**src/rtl/stopwatch_disp_drv.sv**
```systemverilog
// Display driver: binary 0..255 to three BCD digits (sequential double-dabble),
// time-multiplexed onto a shared 7-segment bus with optional leading-zero blanking.
module stopwatch_disp_drv #(
  parameter int unsigned SCAN_DIV = 4,
  parameter bit          LZB      = 1'b1
) (
  input  logic       clk,
  input  logic       rst,
  input  logic [7:0] dsp,
  output logic [6:0] seg,
  output logic [2:0] dig,
  output logic       busy
);

  localparam int unsigned DW = 8;
  localparam int unsigned BW = 12;
  localparam int unsigned SW = DW + BW;
  localparam int unsigned PW = (SCAN_DIV > 1) ? $clog2(SCAN_DIV) : 1;

  typedef enum logic [1:0] {
    IDLE  = 2'd0,
    SHIFT = 2'd1,
    DONE  = 2'd2
  } st_t;

  st_t           r_st;
  logic [DW-1:0] r_last;
  logic [SW-1:0] r_sh;
  logic [BW-1:0] r_bcd_q;
  logic [2:0]    r_cnt;
  logic [PW-1:0] r_pre;
  logic [1:0]    r_idx;

  logic [SW-1:0] w_adj;
  logic [3:0]    w_nib;
  logic          w_blank;

  function automatic logic [3:0] nib_adj(input logic [3:0] n);
    return (n >= 4'd5) ? 4'(n + 4'd3) : n;
  endfunction

  function automatic logic [6:0] seg_of(input logic [3:0] n);
    case (n)
      4'd0:    return 7'b0111111;
      4'd1:    return 7'b0000110;
      4'd2:    return 7'b1011011;
      4'd3:    return 7'b1001111;
      4'd4:    return 7'b1100110;
      4'd5:    return 7'b1101101;
      4'd6:    return 7'b1111101;
      4'd7:    return 7'b0000111;
      4'd8:    return 7'b1111111;
      4'd9:    return 7'b1101111;
      default: return 7'b0000000;
    endcase
  endfunction

  // Add-3 correction on each BCD nibble before the shift; no carry between nibbles.
  always_comb begin
    w_adj = {nib_adj(r_sh[19:16]), nib_adj(r_sh[15:12]), nib_adj(r_sh[11:8]), r_sh[7:0]};
  end

  // Conversion FSM: accept a changed value, shift eight times, then publish.
  always_ff @(posedge clk or negedge rst) begin
    if (!rst) begin
      r_st    <= IDLE;
      r_last  <= '0;
      r_sh    <= '0;
      r_bcd_q <= '0;
      r_cnt   <= '0;
    end else begin
      case (r_st)
        IDLE: begin
          if (dsp != r_last) begin
            r_sh   <= {BW'(0), dsp};
            r_last <= dsp;
            r_cnt  <= '0;
            r_st   <= SHIFT;
          end
        end
        SHIFT: begin
          r_sh  <= w_adj << 1;
          r_cnt <= 3'(r_cnt + 3'd1);
          if (r_cnt == 3'd7) r_st <= DONE;
        end
        DONE: begin
          r_bcd_q <= r_sh[SW-1:DW];
          r_st    <= IDLE;
        end
        default: r_st <= IDLE;
      endcase
    end
  end

  // Free-running digit scan, independent of the conversion.
  always_ff @(posedge clk or negedge rst) begin
    if (!rst) begin
      r_pre <= '0;
      r_idx <= '0;
    end else if (r_pre == PW'(SCAN_DIV - 1)) begin
      r_pre <= '0;
      r_idx <= (r_idx == 2'd2) ? 2'd0 : 2'(r_idx + 2'd1);
    end else begin
      r_pre <= PW'(r_pre + PW'(1));
    end
  end

  always_comb begin
    w_nib   = 4'd0;
    w_blank = 1'b0;
    case (r_idx)
      2'd0: w_nib = r_bcd_q[3:0];
      2'd1: begin
        w_nib   = r_bcd_q[7:4];
        w_blank = LZB && (r_bcd_q[11:8] == 4'd0) && (r_bcd_q[7:4] == 4'd0);
      end
      2'd2: begin
        w_nib   = r_bcd_q[11:8];
        w_blank = LZB && (r_bcd_q[11:8] == 4'd0);
      end
      default: w_blank = 1'b1;
    endcase
    seg = w_blank ? 7'b0000000 : seg_of(w_nib);
  end

  assign dig  = 3'(3'b001 << r_idx);
  assign busy = (r_st != IDLE);

endmodule

```
**config.mk**
```make
export PLATFORM = sky130hd
export DESIGN_NAME = stopwatch_disp_drv
export DESIGN_NICKNAME = d
export VERILOG_FILES = /design/src/rtl/stopwatch_disp_drv.sv
export SDC_FILE = /design/constraint.sdc
export NUM_CORES = 1
export LEC_CHECK = 0
export CORE_AREA = 2 2 76 78
export CTS_BUF_LIST = sky130_fd_sc_hd__clkbuf_2 sky130_fd_sc_hd__clkbuf_4 sky130_fd_sc_hd__clkbuf_8
export CTS_CLUSTER_DIAMETER = 60
export DETAILED_ROUTE_END_ITERATION = 16
export DIE_AREA = 0 0 78 80
export GPL_TIMING_DRIVEN = 0
export PLACE_DENSITY_LB_ADDON = 0.12
export SYNTH_ARGS = -nofsm -noshare
export SYNTH_HDL_FRONTEND = slang
export SYNTH_SLANG_ARGS = --single-unit
export TNS_END_PERCENT = 5
```
**constraint.sdc**
```tcl
create_clock -name clk -period 3.79 [get_ports clk]
set_input_delay 0.9475 -clock clk [delete_from_list [all_inputs] [get_ports clk]]
set_output_delay 0.9475 -clock clk [all_outputs]
set_load 0.1 [all_outputs]
```
==> results.sh, run 1 <==
export IMPL_critPathArrivalTime_ns=2.70
export IMPL_gp_congestion=0.7704
export IMPL_skew_ns=0.005842
export IMPL_grt_overflow_total=0
export IMPL_cts_sink_count=49
export IMPL_place_ws_ns=0.03559
export IMPL_ys_seq_area_share_pct=46.18
export IMPL_syn_area_um2=2655
export IMPL_portBuffers=20
export IMPL_clk_latency_ns=0.30
export IMPL_hold_ws_ns=0.4367
export IMPL_grt_setup_unrepaired="false"
export IMPL_drc=0
export IMPL_critPathRequiredTime_ns=2.84
export IMPL_min_period_ns=3.648
export IMPL_grt_max_degree=26
export IMPL_hold_viol=0
export IMPL_hpwl_mm=3.664
export IMPL_critPathKind="flop to output port"
export IMPL_fin_crit_sh_pct=96.26
export IMPL_worst_slew_pin_slew_ns=0.9609
export IMPL_synth_edff_count=0
export IMPL_num_vias=1820
export IMPL_ctsRootBufferMaster="clkbuf_8"
export IMPL_antenna_found_initial=0
export IMPL_relSlewSlack_pct=35.74
export IMPL_routed_via_density=5.337
export IMPL_crit_path_max_fanout=10
export IMPL_grt_pass1_vias=1855
export IMPL_die_w_um=78
export IMPL_drv_slew=0
export IMPL_num_rows=27
export IMPL_drive_gt1_share_pct=18.96
export IMPL_synth_cell_types=41
export IMPL_syn_nets=262
export IMPL_start_kind="flop"
export IMPL_layout_nets=290
export IMPL_yosys_warnings=0
export IMPL_initial_core_util_pct=49.12
export IMPL_antenna_cells_inserted=0
export IMPL_outcome="finished, final reports clean"
export IMPL_final_common_cell="dfrtp_1"
export IMPL_avgSynthCellArea_um2=11.06
export IMPL_max_cap_violations=0
export IMPL_cts_tree="yes"
export IMPL_setup_violations=0
export IMPL_track_usage_pct=17.88
export IMPL_crit_path_end_kind="output port"
export IMPL_ys_ff_latch=49
export IMPL_areaGrowthSynthToFinish_pct=15.65
export IMPL_cts_made_buffers=5
export IMPL_clk_path_buf_depth=2
export IMPL_mostFrequentLayoutCells="dfrtp_1, nand2_1"
export IMPL_synthFlopType="dfrtp_1"
export IMPL_dieHeight_um=80
export IMPL_htree_levels=2
export IMPL_hold_path_class="flop to flop"
export IMPL_clk_pin_slew_ns=0.08
export IMPL_wirelength_mm=5.037
export IMPL_fin_ws_ns=0.1418
export IMPL_syn_inst=240
export IMPL_coreArea_um2=5405
export IMPL_synthArstFlopShare_pct=100.0
export IMPL_drtIter0Drc=93
export IMPL_num_io_pins=21
export IMPL_wl_per_cell_um=14.77
export IMPL_dieArea_um2=6240
export IMPL_ant_nets=0
export IMPL_grt_pass1_wl_mm=8.818
export IMPL_fmax_mhz=274.1
export IMPL_tns_ns=0
export IMPL_firstDrtPassIters=4
-- synth_stat cells (2+ instances only) --
master,n,area (um^2)
inv_1,7,26.28
xnor2_1,3,26.28
dfrtp_1,49,1226
mux2_4,8,120.1
mux2_1,7,78.83
clkbuf_1,6,22.52
a21oi_2,2,17.52
ha_1,12,150.1
o32ai_1,2,17.52
mux2i_1,5,50.05
nor4_2,2,25.02
nand2_1,25,93.84
o21ai_0,3,15.01
o21ai_1,12,60.06
nor2_1,12,45.04
nand2b_1,4,25.02
mux2_2,8,90.09
xor2_1,10,87.58
a22oi_1,7,52.55
nor3_1,2,10.01
a21oi_1,12,60.06
or2_0,2,12.51
a31oi_1,5,31.28
buf_2,4,20.02
buf_6,3,33.78
nor2b_1,4,25.02
o22ai_2,7,87.58
nor4b_1,4,35.03
-- worst paths after layout --
path / start / to / slack [ns] / cells after the start
min in group asynchronous: rst / r_last[7] / 0.65 / 1
max in group asynchronous: rst / r_sh[9] / 2.61 / 2
max: r_idx[0] / seg[4] / 0.14 / 8
max reg2reg: r_last[7] / r_cnt[0] / 2.14 / 6
min: r_pre[0] / r_pre[0] / 0.44 / 1
min reg2reg: r_pre[0] / r_pre[0] / 0.44 / 1
-- cell families (layout without fill, tap and decap cells) --
kind of cell	count (synthesis)	count (layout)	share of synthesized area, %
DFF	49	49	46.18
buffers and inverters	21	50	4.006
AOI/OAI and AO/OA	58	58	15.88
muxes	28	28	12.77
adders and majority gates	12	12	5.655
and+or+nand+nor	59	59	11.22
xor gates and xnor gates	13	13	4.288
-- area by class of cell --
type                       count  area [um^2]
timing repair buffer          21        198.9
fill                         475         2335
clock inverter                 1        30.03
inverter                       8        30.03
tap                           72        90.09
multi-input combinational    170         1329
sequential                    49         1226
buffer                        13        76.32
clock buffer                   7        90.09
-- registers in the layout (all words and copies together) (netlist names) --
name,cells
r_cnt,3
r_sh,20
r_idx,2
r_last,8
r_st,2
r_pre,2
r_bcd_q,12
-- critical path, stage by stage (launching register included) --
cell and delay [ns]:
dfrtp_1 0.41, buf_6 0.16, mux2i_1 0.20, nor2_1 0.08, a21oi_2 0.25, ha_1 0.23
nor2_1 0.05, nor3_1 0.16, dlygate4sd2_1 0.87
-- stage by stage --
| step | cells | utilization (%) | instance area (um^2) |
|---|---|---|---|
| 6_report | 341 | 56.81 | 3070 |
| 5_1_grt | 341 | 56.81 | 3070 |
| 4_1_cts | 341 | 56.99 | 3080 |
| 3_5_place_dp | 333 | 54.88 | 2967 |
| 3_3_place_gp | 332 | 54.61 | 2952 |
| 2_1_floorplan | 240 | - | 2661 |
-- routing by layer --
layer  GRT usage [%]  wire length (um)
met1           25.07              2646
met2           28.28              2216
met3           3.394               133
met4           5.263                41
met5               0                 0
-- timing repair --
action,in CTS,in global routing
buffers inserted,0,0
hold endpoints to repair,0,0
hold buffers,0,0
endpoints found under the setup margin,7,2
resized for setup,9,2
pin swaps,0,0
Power of run 1 is not shown: default switching activity piles up to over one toggle a cycle in this logic, so the estimate is an artifact.
==> inputs of run 2 (changes only) <==
--- a/config.mk
+++ b/config.mk
@@ -10,6 +10,7 @@
 export CTS_CLUSTER_DIAMETER = 60
 export DETAILED_ROUTE_END_ITERATION = 16
 export DIE_AREA = 0 0 78 80
+export DONT_BUFFER_PORTS = 1
 export GPL_TIMING_DRIVEN = 0
 export PLACE_DENSITY_LB_ADDON = 0.12
 export SYNTH_ARGS = -nofsm -noshare
==> run 2 against run 1 <==
  * Die area unchanged
  * Wire length fell by 0.24%
  * Critical path depth shrank 1
  * Sequential share of layout area is 0.97 points higher
  * Core utilization shrank 1.3 points
  * Via count decreased by 3.5%
  * Hold slack got worse by 0.11 ns
  * Worst setup slack lost 0.18 ns
  * Highest routed layer unchanged
  * The flow now finishes with violations (negative setup slack)
==> results.sh, run 2 (synthesis gave the netlist of run 1 again) <==
export IMPL_outcome="complete, but fails checks"
export IMPL_violations="negative setup slack"
export IMPL_worst_slew_pin_slew_ns=1.281
export IMPL_fin_crit_sh_pct=101.0
export IMPL_cts_hold_buf=0
export IMPL_grt_pass1_vias=1750
export IMPL_finalNonFillerCells=326
export IMPL_final_common_cell="dfrtp_1"
export IMPL_clk_latency_ns=0.30
export IMPL_fill_cells=483
export IMPL_drc=0
export IMPL_critPathLaunch="r_idx[1]"
export IMPL_hpwl_mm=3.556
export IMPL_dpl_cell_count=318
export IMPL_cp_cell_sequence="nor2b_1, buf_4, a21oi_2, inv_1, ha_1, o21a_1, a21oi_2"
export IMPL_cp_slowest_cell="a21oi_2"
export IMPL_seq_area_um2=1226
export IMPL_num_vias=1757
export IMPL_dieArea_um2=6240
export IMPL_routed_via_density=5.390
export IMPL_grt_overflow_total=0
export IMPL_reg_largest_list="r_sh x20, r_bcd_q x12, r_last x8"
export IMPL_crit_path_max_fanout=6
export IMPL_clk_path_buf_depth=2
export IMPL_regToRegStartpoint="r_idx[1]"
export IMPL_hold_path_class="input pin to asynchronous set/reset pin"
export IMPL_coreArea_um2=5405
export IMPL_num_io_pins=21
export IMPL_grt_max_degree=50
export IMPL_cpPeakStageDelay_ns=0.93
export IMPL_ant_nets=0
export IMPL_grt_setup_unrepaired="true"
export IMPL_antenna_cells_inserted=0
export IMPL_max_cap_violations=0
export IMPL_wl_per_cell_um=15.41
export IMPL_die_w_um=78
export IMPL_cts_sink_count=49
export IMPL_areaGrowthSynthToFinish_pct=12.91
export IMPL_critPathArrivalTime_ns=2.88
export IMPL_start_kind="flop"
export IMPL_portBuffers=0
export IMPL_htree_levels=2
export IMPL_hold_viol=0
export IMPL_grtUsageMet2_pct=27.33
export IMPL_num_rows=27
export IMPL_crit_path_end_kind="output port"
export IMPL_relSlewSlack_pct=14.30
export IMPL_skew_ns=0.009864
export IMPL_post_cts_buffers=0
export IMPL_critPathKind="flop to output port"
export IMPL_met1_usage_pct=26.04
export IMPL_fin_ws_ns=-0.03910
export IMPL_critPathRequiredTime_ns=2.84
export IMPL_cts_made_buffers=5
export IMPL_ctsRootBufferMaster="clkbuf_8"
export IMPL_drive_gt1_share_pct=23.23
export IMPL_min_period_ns=3.829
export IMPL_largest_register_ffs=20
export IMPL_fmax_mhz=261.2
export IMPL_track_usage_pct=17.88
export IMPL_setup_violations=3
export IMPL_drtIter0Drc=63
export IMPL_grt_busiest_layer="met2"
export IMPL_layout_nets=275
export IMPL_cts_tree="yes"
export IMPL_dieHeight_um=80
export IMPL_drv_slew=0
export IMPL_grt_pass1_wl_mm=8.714
export IMPL_firstDrtPassIters=4
export IMPL_cp_common_cell="a21oi_2"
export IMPL_initial_core_util_pct=49.12
export IMPL_top_register="r_sh"
export IMPL_grt_use_met3_pct=3.167
export IMPL_wirelength_mm=5.025
export IMPL_antenna_found_initial=0
export IMPL_clk_pin_slew_ns=0.10
export IMPL_mostFrequentLayoutCells="dfrtp_1, nand2_1, o21ai_1, ha_1, nor2_1"
export IMPL_multi_input_area_um2=1380
export IMPL_gp_congestion=0.7729
run 2: cell count changes in the layout (fill, tap and decap cells not counted), moves of 3 or more:
cell / change
dlygate4sd2_1: -5
clkdlybuf4s50_1: -12
buf_8: +3
a21oi_1: -3
run 2: worst paths after layout:
| check | slack (ns) | cells past startpoint | to |
|---|---|---|---|
| max | -0.04 | 7 | seg[5] |
| min | 0.32 | 0 | r_last[4] |
| max reg2reg | 1.96 | 4 | r_idx[1] |
| min reg2reg | 0.45 | 1 | r_pre[0] |
| max in group asynchronous | 3.36 | 0 | r_sh[18] |
| min in group clk | 0.45 | 1 | r_pre[0] |
run 2: final cells by class:
| class | count | share of cell area, % |
|---|---|---|
| Multi-Input combinational cell | 170 | 46.03 |
| Sequential cell | 49 | 40.90 |
| Tap cell | 72 | 3.005 |
| Timing Repair Buffer | 6 | 2.671 |
| Buffer | 13 | 2.629 |
| Clock buffer | 5 | 2.295 |
| Clock inverter | 3 | 1.461 |
| Inverter | 8 | 1.002 |
run 2: stage by stage:
step / setup WS (ns) / instance area [um^2] / hold slack (ns) / setup TNS (ns) / util [%]
after global placement: -0.9401 / 2751 / 0.4143 / -2.914 / 50.90
final: -0.03910 / 2998 / 0.3243 / -0.06907 / 55.46
after floorplan: -0.8271 / 2661 / 0.4031 / -2.075 / -
after global routing: -0.1488 / 2998 / 0.2970 / -0.4504 / 55.46
after detailed placement: 0.1872 / 2875 / 0.4449 / 0 / 53.19
after CTS: -0.02173 / 2998 / 0.3149 / -0.03032 / 55.46
run 2: layer usage:
| layer | vias to the layer above | wire [um] |
|---|---|---|
| li1 | 877 | - |
| met1 | 852 | 2678 |
| met2 | 22 | 2162 |
| met3 | 6 | 132 |
| met4 | 0 | 52 |
| met5 | - | 0 |
run 2: critical path: cells and delay by family, from the launching register on:
family	cells	cell delay [ns]
and+or+nand+nor	1	0.14
DFF	1	0.42
adders and majority gates	1	0.18
buffers and inverters	2	0.33
AOI/OAI and AO/OA	3	1.49
run 2: timing repair:
item                       4_1_cts  5_1_grt
gates resized for setup          2        0
pin swaps                        1        0
setup endpoints to repair        5        4
Power of run 2 is left out for the same reason.
